### config.mk
export PLATFORM = sky130hd
export DESIGN_NAME = alu_nbits_seq
export DESIGN_NICKNAME = d
export VERILOG_FILES = /design/src/rtl/alu_nbits_seq.sv
export SDC_FILE = /design/constraint.sdc
export NUM_CORES = 1
export LEC_CHECK = 0
export CAP_MARGIN = 20
export CORE_MARGIN = 5
export CORE_UTILIZATION = 40
export CTS_CLUSTER_DIAMETER = 150
export DETAILED_ROUTE_END_ITERATION = 10
export GPL_ROUTABILITY_DRIVEN = 0
export HOLD_SLACK_MARGIN = 0.1
export PLACE_DENSITY_LB_ADDON = 0.15
export SLEW_MARGIN = 20
export SYNTH_ARGS = -nofsm -noshare
export SYNTH_HDL_FRONTEND = slang
export SYNTH_SLANG_ARGS = --single-unit
### constraint.sdc
create_clock -name clk -period 3.86 [get_ports clk]
set_clock_uncertainty 0.1 [all_clocks]
set_input_delay 0.965 -clock clk [delete_from_list [all_inputs] [get_ports clk]]
set_output_delay 0.965 -clock clk [all_outputs]
set_load 0.02 [all_outputs]
### src/rtl/alu_nbits_seq.sv
// Registered N-bit ALU: add/sub/NOR/shift finish in one cycle, multiply is a WIDTH-step shift-add.
// Result and flags are updated only on the edge that enters DONE, announced by a one-cycle pulse.
module alu_nbits_seq #(
    parameter int unsigned WIDTH = 4
) (
    input  logic               clk,
    input  logic               rst,
    input  logic               start,
    input  logic [WIDTH-1:0]   A,
    input  logic [WIDTH-1:0]   B,
    input  logic [2:0]         sel,
    output logic               busy,
    output logic               done,
    output logic [2*WIDTH-1:0] Y,
    output logic               overflow,
    output logic               zero,
    output logic               err
);

    localparam int unsigned YW = 2 * WIDTH;
    localparam int unsigned CW = $clog2(WIDTH);

    localparam logic [2:0] OpAdd = 3'b000;
    localparam logic [2:0] OpSub = 3'b001;
    localparam logic [2:0] OpMul = 3'b010;
    localparam logic [2:0] OpNor = 3'b011;
    localparam logic [2:0] OpShl = 3'b100;
    localparam logic [2:0] OpShr = 3'b101;

    typedef enum logic [1:0] {
        StIdle,
        StMul,
        StDone
    } state_t;

    state_t r_state;
    state_t w_state_next;

    logic [YW-1:0]    r_mcand;
    logic [WIDTH-1:0] r_mplier;
    logic [YW-1:0]    r_acc;
    logic [CW-1:0]    r_count;
    logic [YW-1:0]    r_y;
    logic             r_ovf;
    logic             r_zero;
    logic             r_err;

    logic [YW-1:0]    w_a_ext;
    logic [YW-1:0]    w_b_ext;
    logic [YW-1:0]    w_sum;
    logic [YW-1:0]    w_diff;
    logic [WIDTH-1:0] w_nor;
    logic [WIDTH-1:0] w_shl;
    logic [WIDTH-1:0] w_shr;
    logic [YW-1:0]    w_op_y;
    logic             w_op_ovf;
    logic             w_op_err;
    logic [YW-1:0]    w_pp;
    logic [YW-1:0]    w_acc_next;
    logic             w_mul_last;

    assign w_a_ext = {{WIDTH{1'b0}}, A};
    assign w_b_ext = {{WIDTH{1'b0}}, B};
    assign w_sum   = w_a_ext + w_b_ext;
    // Subtracting zero-extended operands at 2*WIDTH yields the sign-extended difference.
    assign w_diff  = w_a_ext - w_b_ext;
    assign w_nor   = ~(A | B);
    assign w_shl   = {A[WIDTH-2:0], 1'b0};
    assign w_shr   = {1'b0, A[WIDTH-1:1]};

    // Single-cycle ops are evaluated straight from the inputs at the sampling edge.
    always_comb begin
        w_op_y   = '0;
        w_op_ovf = 1'b0;
        w_op_err = 1'b0;
        case (sel)
            OpAdd: begin
                w_op_y   = w_sum;
                w_op_ovf = w_sum[WIDTH];
            end
            OpSub: begin
                w_op_y   = w_diff;
                w_op_ovf = (A < B);
            end
            OpNor: begin
                w_op_y = YW'(w_nor);
            end
            OpShl: begin
                w_op_y   = YW'(w_shl);
                w_op_ovf = A[WIDTH-1];
            end
            OpShr: begin
                w_op_y   = YW'(w_shr);
                w_op_ovf = A[0];
            end
            OpMul: begin
                w_op_y = '0;
            end
            default: begin
                w_op_err = 1'b1;
            end
        endcase
    end

    assign w_pp       = r_mplier[r_count] ? (r_mcand << r_count) : '0;
    assign w_acc_next = r_acc + w_pp;
    assign w_mul_last = (r_count == CW'(WIDTH - 1));

    always_comb begin
        w_state_next = r_state;
        case (r_state)
            StIdle: begin
                if (start) begin
                    w_state_next = (sel == OpMul) ? StMul : StDone;
                end
            end
            StMul: begin
                if (w_mul_last) begin
                    w_state_next = StDone;
                end
            end
            StDone:  w_state_next = StIdle;
            default: w_state_next = StIdle;
        endcase
    end

    always_ff @(posedge clk or posedge rst) begin
        if (rst) begin
            r_state  <= StIdle;
            r_mcand  <= '0;
            r_mplier <= '0;
            r_acc    <= '0;
            r_count  <= '0;
            r_y      <= '0;
            r_ovf    <= 1'b0;
            r_zero   <= 1'b0;
            r_err    <= 1'b0;
        end else begin
            r_state <= w_state_next;
            case (r_state)
                StIdle: begin
                    if (start) begin
                        r_mcand  <= w_a_ext;
                        r_mplier <= B;
                        r_acc    <= '0;
                        r_count  <= '0;
                        if (sel != OpMul) begin
                            r_y    <= w_op_y;
                            r_ovf  <= w_op_ovf;
                            r_zero <= (w_op_y == '0);
                            r_err  <= w_op_err;
                        end
                    end
                end
                StMul: begin
                    r_acc   <= w_acc_next;
                    r_count <= r_count + CW'(1);
                    if (w_mul_last) begin
                        r_y    <= w_acc_next;
                        r_ovf  <= |w_acc_next[YW-1:WIDTH];
                        r_zero <= (w_acc_next == '0);
                        r_err  <= 1'b0;
                    end
                end
                default: ;
            endcase
        end
    end

    assign busy     = (r_state != StIdle);
    assign done     = (r_state == StDone);
    assign Y        = r_y;
    assign overflow = r_ovf;
    assign zero     = r_zero;
    assign err      = r_err;

endmodule
==> results.sh, run 1 <==
export IMPL_seq_area_frac_synth_pct=33.2
export IMPL_hold_start="Y[3]$_DFFE_PP0P_"
export IMPL_num_vias=1993
export IMPL_detailedRoute_firstPassIterationCount=4
export IMPL_synthesis_nets=293
export IMPL_max_slew_worst_pin_slew_ns=0.528
export IMPL_inserted_clock_buffers=5
export IMPL_cellPowerDensity_mw_per_mm2=520
export IMPL_synthDistinctLibCells=57
export IMPL_worstSetupEndpointType="register"
export IMPL_grt_setup_unrepaired="false"
export IMPL_cts_sinks=31
export IMPL_cts_max_level=2
export IMPL_route_final_wire_length_um=5430
export IMPL_setup_tns_ns=0
export IMPL_floorplan_die_area_mm2=0.00746
export IMPL_outcome="complete, no violations"
export IMPL_worst_ep_arrival_time_ns=3.40
export IMPL_synth_top_cell_area_share_pct=33.2
export IMPL_cts_buffer_depth=2
export IMPL_synthesis_yosys_warnings=0
export IMPL_ys_dominant_reg_cell="sky130_fd_sc_hd__dfrtp_1"
export IMPL_netlist_top_cells_area="sky130_fd_sc_hd__dfrtp_1 33%, sky130_fd_sc_hd__ha_1 11%, sky130_fd_sc_hd__nand2_1 5.0%, sky130_fd_sc_hd__mux2_2 4.8%, sky130_fd_sc_hd__nor2_1 3.9%"
export IMPL_most_common_layout_cells="31 x sky130_fd_sc_hd__dfrtp_1, 31 x sky130_fd_sc_hd__nand2_1, 26 x sky130_fd_sc_hd__clkdlybuf4s50_1, 24 x sky130_fd_sc_hd__nor2_1, 20 x sky130_fd_sc_hd__ha_1"
export IMPL_timing_final_hold_violations=0
export IMPL_global_route_wire_length_before_repair_um=9100
export IMPL_min_period_ns=3.29
export IMPL_max_cap_violations=0
export IMPL_worstSkewPairLatency_ns=0.28
export IMPL_drt_iter0_markers=54
export IMPL_crit_reg2reg_launch="r_count[0]$_DFFE_PP0P_"
export IMPL_rows=27
export IMPL_drt_wirelength_per_cell_um=15.0
export IMPL_post_cts_setup_buffers=0
export IMPL_timing_hold_worst_class="register to register"
export IMPL_route_detailed_vias_per_inst=5.52
export IMPL_critical_path_class="register to register"
export IMPL_core_mm2=0.00557
export IMPL_yosysTopAreaCell="sky130_fd_sc_hd__dfrtp_1"
export IMPL_die_height_um=86.4
export IMPL_detailedPlacementHpwl_um=4260
export IMPL_post_place_ws_ns=0.402
export IMPL_drt_antenna_violating_nets=0
export IMPL_place_port_buffers=26
export IMPL_critPathRequiredTime_ns=3.97
export IMPL_cts_resized=0
export IMPL_post_route_cells_drive_above_1_share_pct=12.5
export IMPL_per_instance_average_area_after_synthesis_um2=9.12
export IMPL_syn_to_layout_area_delta_pct=21.0
export IMPL_antenna_violations_before_repair=0
export IMPL_netlist_area_mm2=0.00233
export IMPL_worstSetupStartpointType="register"
export IMPL_hold_ws_ns=0.409
export IMPL_synth_edff_count=0
export IMPL_antenna_diode_count=0
export IMPL_synthesis_instances=256
export IMPL_report_final_setup_viol=0
export IMPL_synth_seq_cells=31
export IMPL_pin_count=27
export IMPL_synth_async_sr_flop_share_pct=100
export IMPL_timing_final_crit_share_pct=85.3
export IMPL_ir_worst_vdd_mv=0.210
export IMPL_clockRootBuffer="sky130_fd_sc_hd__clkbuf_8"
export IMPL_grtUsageTotal_pct=15.2
export IMPL_postCtsHoldBufs=0
export IMPL_worst_slew_margin_rel_pct=64.7
export IMPL_num_nets_final=325
export IMPL_floorplan_initialDensity_pct=41.9
export IMPL_leakage_nw=1.30
export IMPL_overflow=0
export IMPL_max_slew_violations=0
export IMPL_via_count_of_the_first_global_routing_pass=1867
export IMPL_clkSlewWorstSetupHoldPaths_ns=0.07
export IMPL_max_freq_ghz=0.304
export IMPL_floorplan_die_width_um=86.4
export IMPL_grt_start_max_net_pins=32
export IMPL_clock_tree_from_tritoncts="yes"
export IMPL_crit_start="r_count[0]$_DFFE_PP0P_"
export IMPL_filler_cell_count=530
export IMPL_critical_path_max_fanout=14
export IMPL_remaining_drc_errors=0
export IMPL_final_critical_path_setup_slack_ns=0.567
-- metrics by stage --
step / std cells / area (um^2) / power (mW) / utilization [%]
after floorplan: 256 / 2330 / 0.930 / -
after global placement: 353 / 2710 / 1.15 / 48.6
after detailed placement: 353 / 2710 / 1.15 / 48.6
after CTS: 361 / 2820 / 1.48 / 50.7
after global routing: 361 / 2820 / 1.57 / 50.7
final: 361 / 2820 / 1.47 / 50.7
-- path summary, 6_finish.rpt --
| path | cells after the start | slack [ns] | end |
|---|---|---|---|
| hold reg to reg | 1 | 0.41 | Y[3]$_DFFE_PP0P_ |
| setup / recovery | 9 | 0.57 | zero$_DFFE_PP0P_ |
| max in group asynchronous | 3 | 2.41 | r_mcand[1]$_DFFE_PP0P_ |
| hold / removal | 1 | 0.41 | Y[3]$_DFFE_PP0P_ |
| setup reg to reg | 9 | 0.57 | zero$_DFFE_PP0P_ |
| min in group asynchronous | 3 | 0.96 | Y[1]$_DFFE_PP0P_ |
-- worst max-delay path, stage by stage, from the launching register on --
cell	delay (ns)
sky130_fd_sc_hd__dfrtp_1	0.60
sky130_fd_sc_hd__mux4_2	0.58
sky130_fd_sc_hd__and2_1	0.16
sky130_fd_sc_hd__ha_1	0.35
sky130_fd_sc_hd__a211oi_1	0.36
sky130_fd_sc_hd__nor2_1	0.10
sky130_fd_sc_hd__a211oi_2	0.23
sky130_fd_sc_hd__nand4_1	0.17
sky130_fd_sc_hd__or3_1	0.41
sky130_fd_sc_hd__a31oi_1	0.16
-- per-layer routing --
layer,routed length (um),global-route usage (%),vias up,share of wire [%]
met5,0,0,-,0
met4,39,3.68,0,0.72
met3,251,2.85,4,4.6
met2,2550,23.9,41,47
met1,2590,21.4,965,48
li1,-,-,983,-
-- registers in the layout, indices dropped and copies added, names as in the netlist --
| name | count |
|---|---|
| Y | 8 |
| r_acc | 8 |
| r_mcand | 4 |
| r_mplier | 4 |
| r_count | 2 |
| r_state | 2 |
| err | 1 |
| overflow | 1 |
| zero | 1 |
-- cells in the mapped netlist (all sizes together), types with 4 or more instances --
cell / n
and2: 4
nand2: 31
o21a: 4
a211oi: 5
nor2b: 6
a31oi: 4
ha: 20
a21oi: 15
o21ai: 12
xor2: 4
mux2: 11
dfrtp: 31
inv: 14
nor2: 24
nand2b: 6
a21o: 4
o211ai: 4
clkbuf: 7
-- report_power, final --
group	switching [mW]	total, mW	internal (mW)
sequential	0.0903	0.506	0.416
combinational	0.330	0.638	0.308
clock	0.131	0.323	0.192
-- logic make-up (layout without fill, tap and decap cells) --
logic type | Yosys count | count (layout) | share of synthesized area (%)
AO/OA/AOI/OAI | 65 | 65 | 19.6
XOR/XNOR | 6 | 6 | 2.25
adder cells (fa/ha/maj) | 23 | 23 | 13.3
buffers and inverters | 24 | 57 | 3.97
flip-flops | 31 | 31 | 33.2
multiplexers | 14 | 14 | 7.67
AND/OR/NAND/NOR | 93 | 93 | 19.9
-- area by class of cell --
class / count / area (um^2) / share of cell area (%)
Multi-Input combinational cell: 201 / 1470 / 51.9
Sequential cell: 31 / 776 / 27.5
Timing Repair Buffer: 35 / 328 / 11.6
Tap cell: 72 / 90.1 / 3.19
Clock buffer: 5 / 68.8 / 2.44
Inverter: 14 / 52.6 / 1.86
Clock inverter: 3 / 43.8 / 1.55
No activity file was read; power rests on OpenSTA's default activity.
==> run 2: changes to the inputs <==
clock period = 4.2 ns   (was 3.86 ns; I/O delays follow)
==> run 2 against run 1 <==
Worst setup slack gained 0.34 ns. Sequential power down 8.1%. Hold slack got worse by 0.016 ns. Sequential share of layout area increased by 0.30 points. Critical path depth unchanged. Final area decreased by 1.1%. Core utilization down 0.54 points. Die area unchanged. Global-route usage grew 0.81 points. First-iteration DRC count rose by 30%. Critical path type unchanged.
==> results.sh, run 2 (synthesis results as in run 1) <==
export IMPL_drt_wirelength_per_cell_um=15.6
export IMPL_max_cap_violations=0
export IMPL_grtUsageTotal_pct=16.0
export IMPL_detailedPlacementHpwl_um=4280
export IMPL_max_slew_worst_pin_slew_ns=0.834
export IMPL_worstSetupStartpointType="register"
export IMPL_critical_path_max_fanout=14
export IMPL_max_slew_violations=0
export IMPL_hold_ws_ns=0.393
export IMPL_worst_ep_arrival_time_ns=3.40
export IMPL_worst_slew_margin_rel_pct=44.4
export IMPL_report_final_setup_viol=0
export IMPL_cts_max_level=2
export IMPL_worstSetupEndpointType="register"
export IMPL_post_route_insts_no_fill=356
export IMPL_finalPower_mw=1.36
export IMPL_filler_cell_count=543
export IMPL_grt_start_max_net_pins=23
export IMPL_dp_area_mm2=0.00267
export IMPL_cts_buffer_depth=2
export IMPL_clkSlewWorstSetupHoldPaths_ns=0.07
export IMPL_postCtsHoldBufs=0
export IMPL_global_route_wire_length_before_repair_um=9450
export IMPL_floorplan_die_width_um=86.4
export IMPL_outcome="complete, no violations"
export IMPL_critical_path_class="register to register"
export IMPL_setup_tns_ns=0
export IMPL_clock_tree_from_tritoncts="yes"
export IMPL_cts_resized=0
export IMPL_rows=27
export IMPL_remaining_drc_errors=0
export IMPL_leakage_nw=1.28
export IMPL_min_period_ns=3.29
export IMPL_grt_setup_unrepaired="false"
export IMPL_ff_latch_area_um2=776
export IMPL_die_height_um=86.4
export IMPL_cellPowerDensity_mw_per_mm2=487
export IMPL_cts_sinks=31
export IMPL_syn_to_layout_area_delta_pct=19.7
export IMPL_max_freq_ghz=0.304
export IMPL_post_cts_setup_buffers=0
export IMPL_worstSkewPairLatency_ns=0.29
export IMPL_timing_hold_worst_class="register to register"
export IMPL_post_route_cells_drive_above_1_share_pct=11.3
export IMPL_place_port_buffers=26
export IMPL_route_detailed_vias_per_inst=5.49
export IMPL_antenna_diode_count=0
export IMPL_pin_count=27
export IMPL_overflow=0
export IMPL_floorplan_die_area_mm2=0.00746
export IMPL_postLayoutCellArea_mm2=0.00279
export IMPL_num_vias=1953
export IMPL_drt_antenna_violating_nets=0
export IMPL_inserted_clock_buffers=5
export IMPL_critPathRequiredTime_ns=4.31
export IMPL_ir_worst_vdd_mv=0.197
export IMPL_timing_final_crit_share_pct=78.4
export IMPL_num_nets_final=320
export IMPL_core_mm2=0.00557
export IMPL_numPlacedInstances=348
export IMPL_drt_iter0_markers=70
export IMPL_via_count_of_the_first_global_routing_pass=1923
export IMPL_floorplan_initialDensity_pct=41.9
export IMPL_clockRootBuffer="sky130_fd_sc_hd__clkbuf_8"
export IMPL_antenna_violations_before_repair=0
export IMPL_multiInputGateArea_mm2=0.00147
export IMPL_route_final_wire_length_um=5540
export IMPL_detailedRoute_firstPassIterationCount=4
export IMPL_most_common_layout_cells="31 x sky130_fd_sc_hd__dfrtp_1, 31 x sky130_fd_sc_hd__nand2_1, 26 x sky130_fd_sc_hd__clkdlybuf4s50_1, 24 x sky130_fd_sc_hd__nor2_1, 20 x sky130_fd_sc_hd__ha_1"
export IMPL_timing_final_hold_violations=0
==> run 2: final timing paths <==
| path | startpoint | depth (start not counted) | slack (ns) | endpoint |
|---|---|---|---|---|
| hold / removal | r_acc[6]$_DFFE_PP0P_ | 2 | 0.39 | r_acc[6]$_DFFE_PP0P_ |
| max in group asynchronous | rst | 3 | 2.21 | r_acc[5]$_DFFE_PP0P_ |
| setup reg to reg | r_count[0]$_DFFE_PP0P_ | 9 | 0.91 | zero$_DFFE_PP0P_ |
| hold reg to reg | r_acc[6]$_DFFE_PP0P_ | 2 | 0.39 | r_acc[6]$_DFFE_PP0P_ |
| setup / recovery | r_count[0]$_DFFE_PP0P_ | 9 | 0.91 | zero$_DFFE_PP0P_ |
| min in group asynchronous | rst | 2 | 1.13 | Y[1]$_DFFE_PP0P_ |
==> run 2: layout make-up <==
cell class                 instances  share of cell area, %
inverter                          14                   1.88
clock buffer                       6                   2.96
sequential                        31                   27.8
tap                               72                   3.22
multi-input combinational        201                   52.5
timing repair buffer              30                   10.4
clock inverter                     2                   1.25
==> run 2: per-stage QoR <==
step | util, % | setup WS (ns)
floorplan | - | 1.36
global placement | 48.0 | 0.696
detailed placement | 48.0 | 0.674
CTS | 50.1 | 0.910
global route | 50.1 | 0.666
finish | 50.1 | 0.906
==> run 2: worst max-delay path, cell delays in order, from the launching register on <==
cell	delay (ns)
sky130_fd_sc_hd__dfrtp_1	0.62
sky130_fd_sc_hd__mux4_2	0.58
sky130_fd_sc_hd__and2_1	0.16
sky130_fd_sc_hd__ha_1	0.35
sky130_fd_sc_hd__a211oi_1	0.34
sky130_fd_sc_hd__nor2_1	0.10
sky130_fd_sc_hd__a211oi_2	0.22
sky130_fd_sc_hd__nand4_1	0.16
sky130_fd_sc_hd__or3_1	0.41
sky130_fd_sc_hd__a31oi_1	0.16
==> run 2: layer usage <==
| metal | vias to the layer above | wire (um) | global-route usage (%) |
|---|---|---|---|
| met2 | 57 | 2530 | 25.0 |
| met1 | 918 | 2680 | 22.5 |
| met5 | - | 0 | 0 |
| met4 | 0 | 63 | 4.67 |
| li1 | 970 | - | - |
| met3 | 8 | 264 | 2.95 |
==> run 2: report_power, final <==
group / internal, mW / switching [mW] / total (mW)
Combinational: 0.279 / 0.304 / 0.584
Clock: 0.192 / 0.120 / 0.312
Sequential: 0.382 / 0.0827 / 0.465
Total: 0.853 / 0.507 / 1.36
